**config.mk**
```make
export PLATFORM = sky130hd
export DESIGN_NAME = bytecode_fetch_sequencer
export DESIGN_NICKNAME = d
export VERILOG_FILES = /design/src/rtl/bytecode_pkg.sv /design/src/rtl/opcode_length_lut.sv /design/src/rtl/bytecode_fetch_sequencer.sv
export SDC_FILE = /design/constraint.sdc
export NUM_CORES = 1
export LEC_CHECK = 0
export CAP_MARGIN = 5
export CORE_UTILIZATION = 24
export CTS_CLUSTER_SIZE = 28
export DETAILED_ROUTE_END_ITERATION = 16
export GPL_TIMING_DRIVEN = 0
export HOLD_SLACK_MARGIN = 0.12
export SLEW_MARGIN = 15
export SYNTH_ARGS = -nofsm -noshare
export SYNTH_HDL_FRONTEND = slang
export SYNTH_SLANG_ARGS = --single-unit
```
**constraint.sdc**
```tcl
create_clock -name clk -period 2.35 [get_ports clk]
set_clock_uncertainty 0.2 [all_clocks]
set_input_delay 0.235 -clock clk [delete_from_list [all_inputs] [get_ports clk]]
set_output_delay 0.235 -clock clk [all_outputs]
set_load 0.02 [all_outputs]
```
**src/rtl/bytecode_pkg.sv**
```systemverilog
// Shared definitions for the bytecode fetch front end: opcode values,
// fetch state encoding and the operand-length rule.
package bytecode_pkg;

   localparam logic [7:0] ICONST_0 = 8'h03;
   localparam logic [7:0] ICONST_1 = 8'h04;
   localparam logic [7:0] BIPUSH   = 8'h10;
   localparam logic [7:0] SIPUSH   = 8'h11;
   localparam logic [7:0] LDC      = 8'h12;
   localparam logic [7:0] ILOAD    = 8'h15;
   localparam logic [7:0] ISTORE   = 8'h36;
   localparam logic [7:0] IINC     = 8'h84;
   localparam logic [7:0] IFEQ     = 8'h99;
   localparam logic [7:0] IFNE     = 8'h9A;
   localparam logic [7:0] GOTO     = 8'hA7;
   localparam logic [7:0] DDIV     = 8'h6F;
   localparam logic [7:0] I2B      = 8'h91;
   localparam logic [7:0] LASTORE  = 8'h50;

   typedef enum logic [2:0] {
      ST_IDLE     = 3'd0,
      ST_REQ_OP   = 3'd1,
      ST_WAIT_OP  = 3'd2,
      ST_REQ_ARG  = 3'd3,
      ST_WAIT_ARG = 3'd4,
      ST_ISSUE    = 3'd5
   } fetch_state_t;

   // Number of operand bytes that follow an opcode (0..2).
   function automatic logic [1:0] operand_length(input logic [7:0] opcode);
      logic [1:0] len_v;
      case (opcode)
         BIPUSH, LDC, ILOAD, ISTORE:       len_v = 2'd1;
         SIPUSH, IINC, IFEQ, IFNE, GOTO:   len_v = 2'd2;
         default:                          len_v = 2'd0;
      endcase
      return len_v;
   endfunction

endpackage

```
**src/rtl/opcode_length_lut.sv**
```systemverilog
// Combinational opcode to operand-length decoder.
module opcode_length_lut
   import bytecode_pkg::*;
(
   input  logic [7:0] opcode,
   output logic [1:0] length
);

   // Look up the operand byte count of the incoming opcode
   always_comb begin
      length = operand_length(opcode);
   end

endmodule

```
**src/rtl/bytecode_fetch_sequencer.sv**
```systemverilog
// Fetch sequencer: reads opcode and operand bytes from program memory,
// assembles the instruction and hands it to the decoder. Owns the PC.
module bytecode_fetch_sequencer
   import bytecode_pkg::*;
#(
   parameter int                    ADDR_WIDTH = 8,
   parameter int                    DATA_WIDTH = 8,
   parameter logic [ADDR_WIDTH-1:0] RESET_PC   = {ADDR_WIDTH{1'b0}}
) (
   input  logic                  clk,
   input  logic                  reset,
   input  logic                  enable,
   output logic                  mem_req,
   output logic [ADDR_WIDTH-1:0] mem_addr,
   input  logic                  mem_gnt,
   input  logic [DATA_WIDTH-1:0] mem_rdata,
   output logic                  start_for_decoder,
   input  logic                  ready_from_decoder,
   output logic [7:0]            opcode_for_decoder,
   output logic [15:0]           operand_for_decoder,
   output logic [1:0]            operand_count,
   output logic [ADDR_WIDTH-1:0] instr_pc,
   input  logic                  branch_valid,
   input  logic [ADDR_WIDTH-1:0] branch_target,
   output logic                  busy
);

   localparam logic [ADDR_WIDTH-1:0] PC_ONE = {{(ADDR_WIDTH-1){1'b0}}, 1'b1};

   fetch_state_t          state_r, state_nxt_s;
   logic [ADDR_WIDTH-1:0] pc_r, pc_nxt_s;
   logic [1:0]            remaining_r, remaining_nxt_s;
   logic [7:0]            opcode_r, opcode_nxt_s;
   logic [15:0]           operand_r, operand_nxt_s;
   logic [1:0]            count_r, count_nxt_s;
   logic [ADDR_WIDTH-1:0] instr_pc_r, instr_pc_nxt_s;
   logic                  mem_req_r, mem_req_nxt_s;
   logic [ADDR_WIDTH-1:0] mem_addr_r;
   logic                  start_r;
   logic                  busy_r;
   logic [1:0]            lut_len_s;
   logic [7:0]            rbyte_s;

   assign rbyte_s = mem_rdata[7:0];

   opcode_length_lut u_lut (
      .opcode (rbyte_s),
      .length (lut_len_s)
   );

   // Next-state, PC and instruction-field computation
   always_comb begin
      state_nxt_s     = state_r;
      pc_nxt_s        = pc_r;
      remaining_nxt_s = remaining_r;
      opcode_nxt_s    = opcode_r;
      operand_nxt_s   = operand_r;
      count_nxt_s     = count_r;
      instr_pc_nxt_s  = instr_pc_r;
      case (state_r)
         ST_IDLE: begin
            if (branch_valid) begin
               pc_nxt_s = branch_target;
            end else if (enable) begin
               state_nxt_s = ST_REQ_OP;
            end else begin
               state_nxt_s = ST_IDLE;
            end
         end
         ST_REQ_OP: begin
            if (branch_valid) begin
               pc_nxt_s    = branch_target;
               state_nxt_s = ST_REQ_OP;
            end else if (mem_gnt) begin
               pc_nxt_s       = pc_r + PC_ONE;
               instr_pc_nxt_s = pc_r;
               state_nxt_s    = ST_WAIT_OP;
            end else begin
               state_nxt_s = ST_REQ_OP;
            end
         end
         ST_WAIT_OP: begin
            if (branch_valid) begin
               pc_nxt_s    = branch_target;
               state_nxt_s = ST_REQ_OP;
            end else begin
               opcode_nxt_s    = rbyte_s;
               remaining_nxt_s = lut_len_s;
               count_nxt_s     = lut_len_s;
               operand_nxt_s   = 16'h0000;
               state_nxt_s     = (lut_len_s == 2'd0) ? ST_ISSUE : ST_REQ_ARG;
            end
         end
         ST_REQ_ARG: begin
            if (branch_valid) begin
               pc_nxt_s    = branch_target;
               state_nxt_s = ST_REQ_OP;
            end else if (mem_gnt) begin
               pc_nxt_s    = pc_r + PC_ONE;
               state_nxt_s = ST_WAIT_ARG;
            end else begin
               state_nxt_s = ST_REQ_ARG;
            end
         end
         ST_WAIT_ARG: begin
            if (branch_valid) begin
               pc_nxt_s    = branch_target;
               state_nxt_s = ST_REQ_OP;
            end else begin
               // Big-endian: the first of two operand bytes is the high byte
               if ((count_r == 2'd2) && (remaining_r == 2'd2)) begin
                  operand_nxt_s[15:8] = rbyte_s;
               end else begin
                  operand_nxt_s[7:0] = rbyte_s;
               end
               remaining_nxt_s = remaining_r - 2'd1;
               state_nxt_s     = (remaining_r == 2'd1) ? ST_ISSUE : ST_REQ_ARG;
            end
         end
         ST_ISSUE: begin
            if (branch_valid) begin
               pc_nxt_s    = branch_target;
               state_nxt_s = ST_REQ_OP;
            end else if (ready_from_decoder) begin
               state_nxt_s = enable ? ST_REQ_OP : ST_IDLE;
            end else begin
               state_nxt_s = ST_ISSUE;
            end
         end
         default: begin
            state_nxt_s = ST_IDLE;
         end
      endcase
      mem_req_nxt_s = (state_nxt_s == ST_REQ_OP) || (state_nxt_s == ST_REQ_ARG);
   end

   // State, PC, instruction fields and registered outputs
   always_ff @(posedge clk or posedge reset) begin
      if (reset) begin
         state_r     <= ST_IDLE;
         pc_r        <= RESET_PC;
         remaining_r <= 2'd0;
         opcode_r    <= 8'h00;
         operand_r   <= 16'h0000;
         count_r     <= 2'd0;
         instr_pc_r  <= {ADDR_WIDTH{1'b0}};
         mem_req_r   <= 1'b0;
         mem_addr_r  <= {ADDR_WIDTH{1'b0}};
         start_r     <= 1'b0;
         busy_r      <= 1'b0;
      end else begin
         state_r     <= state_nxt_s;
         pc_r        <= pc_nxt_s;
         remaining_r <= remaining_nxt_s;
         opcode_r    <= opcode_nxt_s;
         operand_r   <= operand_nxt_s;
         count_r     <= count_nxt_s;
         instr_pc_r  <= instr_pc_nxt_s;
         mem_req_r   <= mem_req_nxt_s;
         mem_addr_r  <= mem_req_nxt_s ? pc_nxt_s : mem_addr_r;
         start_r     <= (state_nxt_s == ST_ISSUE);
         busy_r      <= (state_nxt_s != ST_IDLE);
      end
   end

   assign mem_req             = mem_req_r;
   assign mem_addr            = mem_addr_r;
   assign start_for_decoder   = start_r;
   assign opcode_for_decoder  = opcode_r;
   assign operand_for_decoder = operand_r;
   assign operand_count       = count_r;
   assign instr_pc            = instr_pc_r;
   assign busy                = busy_r;

endmodule

```
# ---- Yosys cells after proc, flatten, opt, wreduce, memory -nomap -nowiden
# Cells that the tools add are included.
dict set report totals {
  register_bits 58
  output_inout_bits 45
}
dict set report op_classes {
  n_reduce_logical 15
  eq_ne 24
  bitwise 1
  n_addsub 2
  n_mux 26
}
# operator n
set ops {}
lappend ops {{2-to-1 mux 8 bit} 5}
lappend ops {{== test 8 x 5 -> 1 bit (second input constant)} 4}
lappend ops {{== test 8 bit (second input constant)} 4}
lappend ops {{2-to-1 mux 16 bit} 2}
lappend ops {{case mux 16 bit (2 select lines)} 1}
lappend ops {{2-to-1 mux 3 bit} 9}
lappend ops {{case mux 3 bit (6 select lines)} 1}
lappend ops {{case mux 8 bit (2 select lines)} 1}
lappend ops {{== test 3 x 2 -> 1 bit (second input constant)} 3}
lappend ops {{== test 3 bit (second input constant)} 3}
lappend ops {{adder 8 x 1 -> 8 bit (second input constant)} 1}
lappend ops {{== test 8 x 6 -> 1 bit (second input constant)} 1}
lappend ops {{2-to-1 mux 2 bit} 4}
lappend ops {{!= test 2 bit (second input constant)} 4}
lappend ops {{case mux 2 bit (2 select lines)} 2}
lappend ops {{AND reduction 4 bit} 2}
lappend ops {{OR reduction 4 bit} 2}
lappend ops {{== test 3 x 1 -> 1 bit (second input constant)} 2}
lappend ops {{AND reduction 3 bit} 2}
lappend ops {{OR reduction 5 bit} 1}
lappend ops {{== test 2 bit (second input constant)} 2}
lappend ops {{logical NOT 3 bit} 1}
lappend ops {{nonzero test 3 bit} 1}
lappend ops {{== test 2 x 1 -> 1 bit (second input constant)} 1}
lappend ops {{other kinds (9)} 9}

# ---- Longest topological paths before layout
dict set report logic_depth {
  word_depth 9
  ltp_mapped 8
  depth_no_buf 7
}

# ---- Modules after synthesis
# Synthesis repeated with hierarchy kept, for this count alone.
dict set report hier_totals {
  cells_unflattened 247
  hier_area_um2 2765.2
}
# module cells_per_inst instances area_per_inst_um2
set by_module_without_submodules {}
lappend by_module_without_submodules {bytecode_fetch_sequencer 231 1 2645.0}
lappend by_module_without_submodules {opcode_length_lut 16 1 120.1}

# ---- Worst setup path after synthesis
# No wires, ideal clock.
dict set report synth_path {
  path_type {flip-flop to flip-flop}
  startpoint {register state_r[0]}
  endpoint {register mem_addr_r[5], in the netlist mem_addr[5]}
  setup_time_ns 0.125
  path_stages_with_launch 9
  required_ns 2.025
  arrival_time_ns 1.689
  setup_slack_ns 0.336
  cell_sequence {dfrtp_1 -> buf_4 -> and3b_1 -> buf_6 -> nand3_2 -> or4b_1 -> o21ai_0 -> a21oi_1 -> mux2_2}
}
dict set report synth_via {
  elab_cells_between_ends 14
}
# item line_no
set synth_lines {}
lappend synth_lines {{start: declaration} bytecode_fetch_sequencer.sv:30} ;# fetch_state_t state_r, state_nxt_s;
lappend synth_lines {{start signal: assignment} bytecode_fetch_sequencer.sv:152} ;# state_r <= state_nxt_s;
lappend synth_lines {{== test 3 bit, or another cell as far along} bytecode_fetch_sequencer.sv:60} ;# case (state_r)
lappend synth_lines {{OR reduction 4 bit (no source line) / OR reduction 2 bit (equally long branches)} --}
lappend synth_lines {{case mux 8 bit (2 select lines) (*)} bytecode_fetch_sequencer.sv:60}
lappend synth_lines {{net pc_nxt_s[5]} bytecode_fetch_sequencer.sv:31} ;# logic [ADDR_WIDTH-1:0] pc_r, pc_nxt_s;
lappend synth_lines {{end signal: assignment} bytecode_fetch_sequencer.sv:148} ;# mem_addr_r <= {ADDR_WIDTH{1'b0}};
lappend synth_lines {{end signal: assignment} bytecode_fetch_sequencer.sv:160} ;# mem_addr_r <= mem_req_nxt_s ? pc_nxt_s : mem_addr_r;
lappend synth_lines {{end: declaration} bytecode_fetch_sequencer.sv:38} ;# logic [ADDR_WIDTH-1:0] mem_addr_r;
# The timed path passes the listed nets; every way through them passes the cells marked *.
# A chain may end at the register's enable or synchronous reset.

# ---- Worst setup path in the final report
dict set report layout_path {
  startpoint {input port mem_rdata[2]}
  endpoint {register mem_addr_r[1], in the netlist mem_addr[1]}
}
dict set report layout_via {
  elab_chain_len 9
  elab_cells_between_ends 19
}
# item line_no
set layout_lines {}
lappend layout_lines {{start: declaration} bytecode_fetch_sequencer.sv:16} ;# input logic [DATA_WIDTH-1:0] mem_rdata,
lappend layout_lines {{== test 8 x 5 -> 1 bit, or another cell as far along} bytecode_pkg.sv:32} ;# case (opcode)
lappend layout_lines {{OR reduction 5 bit / OR reduction 4 bit (equally long branches)} bytecode_pkg.sv:32}
lappend layout_lines {{case mux 2 bit (2 select lines) (*)} bytecode_pkg.sv:32}
lappend layout_lines {{logical NOT 2 bit (*)} bytecode_fetch_sequencer.sv:91} ;# state_nxt_s = (lut_len_s == 2'd0) ? ST_ISSUE : ST_REQ_ARG;
lappend layout_lines {{2-to-1 mux 3 bit (*)} bytecode_fetch_sequencer.sv:91}
lappend layout_lines {{2-to-1 mux 3 bit (*)} bytecode_fetch_sequencer.sv:83} ;# if (branch_valid) begin
lappend layout_lines {{case mux 3 bit (6 select lines) (*)} bytecode_fetch_sequencer.sv:60}
lappend layout_lines {{== test 3 x 1 -> 1 bit / == test 3 x 2 -> 1 bit (equally long branches)} bytecode_fetch_sequencer.sv:134} ;# mem_req_nxt_s = (state_nxt_s == ST_REQ_OP) || (state_nxt_s == ST_REQ_ARG);
lappend layout_lines {{logical OR 1 bit (*)} bytecode_fetch_sequencer.sv:134}
# Every way passes the cells marked *; elsewhere a longest branch is shown, timed or not.

==> flow_summary.yaml <==
pwr:
  seqPwrFrac: 0.335
  power_switching_w: 0.00164
  clock_power_share: 0.272
  power_density_nw_per_um2: 1220
  leakagePower_nw: 1.62
  combPwrFrac: 0.393
  internal-power_w: 0.00311
  switching_share: 0.346
  vdd_drop_max_v: 0.000456
clocking:
  clkLatencyLatePin_ns: 0.32
  cts_made_buffers: 9
  cts.htree.levels: 3
  cts_tree: "yes"
  clock_path_buffers: 2
  clkTransAtPathRegs_ns: 0.05
  root_buffer: "clkbuf_16"
  cts_sinks: 58
route:
  drt-initial-drc-count: 158
  drc: 0
  drt-pass1-iter-count: 5
  antenna_left: 0
  wl_um: 7250
  wl_per_cell_um: 14.4
  viasPerCell: 4.57
  vias: 2303
worst_setup_path:
  crit_fanout: 9
  slowest_delay_ns: 0.57
  start_kind: "primary input"
  rr_startpoint: "state_r[0]$_DFF_PP0_"
  rr_endpoint: "operand_for_decoder[15]$_DFFE_PP0P_"
  worstPathArrival_ns: 2.21
  worstSetupEndpointType: "flip-flop"
  reg2reg_depth: 7
  rrSetupSlack_ns: 0.19
  critPathKind: "in -> reg"
  worstPathRequired_ns: 2.36
  cp_cell_sequence: "clkdlybuf4s50_1, nor4bb_1, o31a_1, nor2_1, o211ai_1, nand3_4, mux2_2"
  crit_start: "mem_rdata[2]"
  cp_slowest_cell: "clkdlybuf4s50_1"
  endpoint: "mem_addr[1]$_DFFE_PP0P_"
synthesis:
  synth-edff-count: 0
  ys_top_cells_by_area: "dfrtp_1 (53%), nand2_1 (8.4%), mux2_2 (6.6%)"
  yosysMostFrequentCell: "nand2_1"
  postSynthCellCount: 282
  synth_top_area_frac: 0.531
  yosys_warnings: 0
  syn_area_per_cell_um2: 9.69
  async_flop_share: 1.00
  yosys-top-cells-count: "nand2_1 (61), dfrtp_1 (58), o21ai_0 (31)"
  synth.distinct_cells: 50
  yosys.area.top_type: "dfrtp_1"
  yosysSeqAreaShare: 0.531
  netlist_area_um2: 2730
  synth_top_flop_cell: "dfrtp_1"
  syn_nets: 307
  synth_seq_cells: 58
grt:
  antenna_found_initial: 0
  overflow: 0
  grt_pass1_vias: 2205
  grt_pass1_wl_um: 11500
  grt_max_degree: 59
  grt_use_total: 0.131
placement:
  io_buffers: 64
  dpl.cell_count: 486
  dp_hpwl_um: 5100
  dpl_worst_slack_ns: -0.275
  gp_congestion: 0.826
floorplanning:
  die_area_um2: 11800
  die_y_um: 109
  die_width_um: 109
  io_pins: 67
  fp.coreArea_um2: 11000
  rows: 38
  initial_utilization: 0.249
sta:
  slew_violations: 0
  worst_slack_ns: 0.149
  tightest_slew_ns: 0.699
  fmax_ghz: 0.454
  finalHoldViolations: 0
  fin_crit_sh: 0.937
  rsz0062_at_grt: "no"
  finalSetupViolCount: 0
  fin_hold_ws_ns: 0.149
  relSlewSlack: 0.534
  fin_crit_ns: 2.20
layout:
  drive_gt1_frac: 0.146
  fin_cells: 504
  nets: 384
  syn_to_final_growth_pct: 42.8
  fill_cells: 1104
  diodes: 0
min_path:
  min_path_cells: 3
  hold_class: "in -> reg"
run_status:
  run_status: "finished clean"
run:
  timing.max_cap.violations: 0
## layout make-up
class,count,area [um^2],share of cell area
clock inverter,6,66.3,0.0170
tap,140,175,0.0449
buffer,14,85.1,0.0218
timing repair buffer,66,661,0.169
inverter,17,66.3,0.0170
multi-input combinational,193,1160,0.297
clock buffer,10,239,0.0612
sequential,58,1450,0.372
## state kept, by name, summed over array words and instances, names as in the netlist
name,flops
operand_for_decoder,16
instr_pc,8
mem_addr,8
opcode_for_decoder,8
pc_r,8
state_r,3
operand_count,2
remaining_r,2
busy,1
mem_req,1
start_for_decoder,1
## logic make-up (layout without fill, tap and decap cells)
logic type	Yosys count	after routing	share of synthesized area
AOI/OAI and AO/OA	56	56	0.115
muxes	17	17	0.0696
and+or+nand+nor	113	113	0.205
xor gates and xnor gates	4	4	0.0128
adders and majority gates	3	3	0.0137
DFF	58	58	0.531
buffers and inverters	31	113	0.0531
## how the worst min path moves through the flow
stage	start	to	slack, ns
5_1_grt	mem_rdata[5]	operand_for_decoder[13]$_DFFE_PP0P_	0.19
3_3_place_gp	opcode_for_decoder[4]$_DFFE_PP0P_	opcode_for_decoder[4]$_DFFE_PP0P_	0.26
2_1_floorplan	mem_rdata[1]	opcode_for_decoder[1]$_DFFE_PP0P_	0.14
4_1_cts	mem_rdata[5]	operand_for_decoder[13]$_DFFE_PP0P_	0.13
3_5_place_dp	operand_for_decoder[1]$_DFFE_PP0P_	operand_for_decoder[1]$_DFFE_PP0P_	0.27
6_report	mem_rdata[5]	operand_for_decoder[5]$_DFFE_PP0P_	0.15
## power groups by stage
stage	registers (W)	logic, W	clock network, W
after detailed placement	0.00160	0.00184	0
after CTS	0.00160	0.00187	0.00132
final	0.00159	0.00187	0.00129
after floorplan	0.00193	0.000640	0
after global routing	0.00164	0.00202	0.00137
after global placement	0.00160	0.00183	0
## worst max-delay path: cells and delay by family
kind,cells,cell delay [ns]
buffers and inverters,1,0.57
AO/OA/AOI/OAI,2,0.53
AND/OR/NAND/NOR,3,0.50
multiplexers,1,0.35
## routing by layer
metal | vias to the layer above | part of all wire | global-route usage
met5 | - | 0 | 0
met4 | 0 | 0.020 | 0.0569
met3 | 11 | 0.038 | 0.0424
met2 | 44 | 0.48 | 0.203
met1 | 1121 | 0.46 | 0.168
li1 | 1127 | - | -
## metrics by stage
step / total power [W] / setup TNS, ns / utilization / area [um^2]
floorplan: 0.00257 / 0 / - / 2730
global placement: 0.00342 / -35.23 / 0.323 / 3550
detailed placement: 0.00345 / -2.84 / 0.323 / 3550
CTS: 0.00478 / 0 / 0.354 / 3880
global route: 0.00502 / 0 / 0.356 / 3910
finish: 0.00475 / 0 / 0.356 / 3910
## cells in the final DEF (no fill, tap or decap), drive strengths merged, types with 2 or more instances in the layout
| cell | count |
|---|---|
| clkdlybuf4s50 | 64 |
| nand2 | 61 |
| dfrtp | 58 |
| o21ai | 32 |
| clkbuf | 18 |
| nand3 | 17 |
| mux2 | 16 |
| inv | 16 |
| a21oi | 12 |
| nor2 | 7 |
| buf | 6 |
| nor3 | 4 |
| xor2 | 3 |
| o22ai | 3 |
| ha | 3 |
| clkinvlp | 3 |
| nor4b | 3 |
| and3 | 3 |
| clkinv | 3 |
| nand2b | 2 |
| nor2b | 2 |
| nand4 | 2 |
| a31oi | 2 |
| dlygate4sd3 | 2 |
| nor3b | 2 |
| and2 | 2 |
## repair_timing
item / in CTS / in global routing
hold buffers: 2 / 0
setup buffers: 0 / 0
endpoints found under the hold margin: 4 / 0
endpoints found under the setup margin: 10 / 24
pin swaps: 0 / 1
resized for setup: 1 / 8
cloned: 0 / 0
No activity file was read; power rests on OpenSTA's default activity.
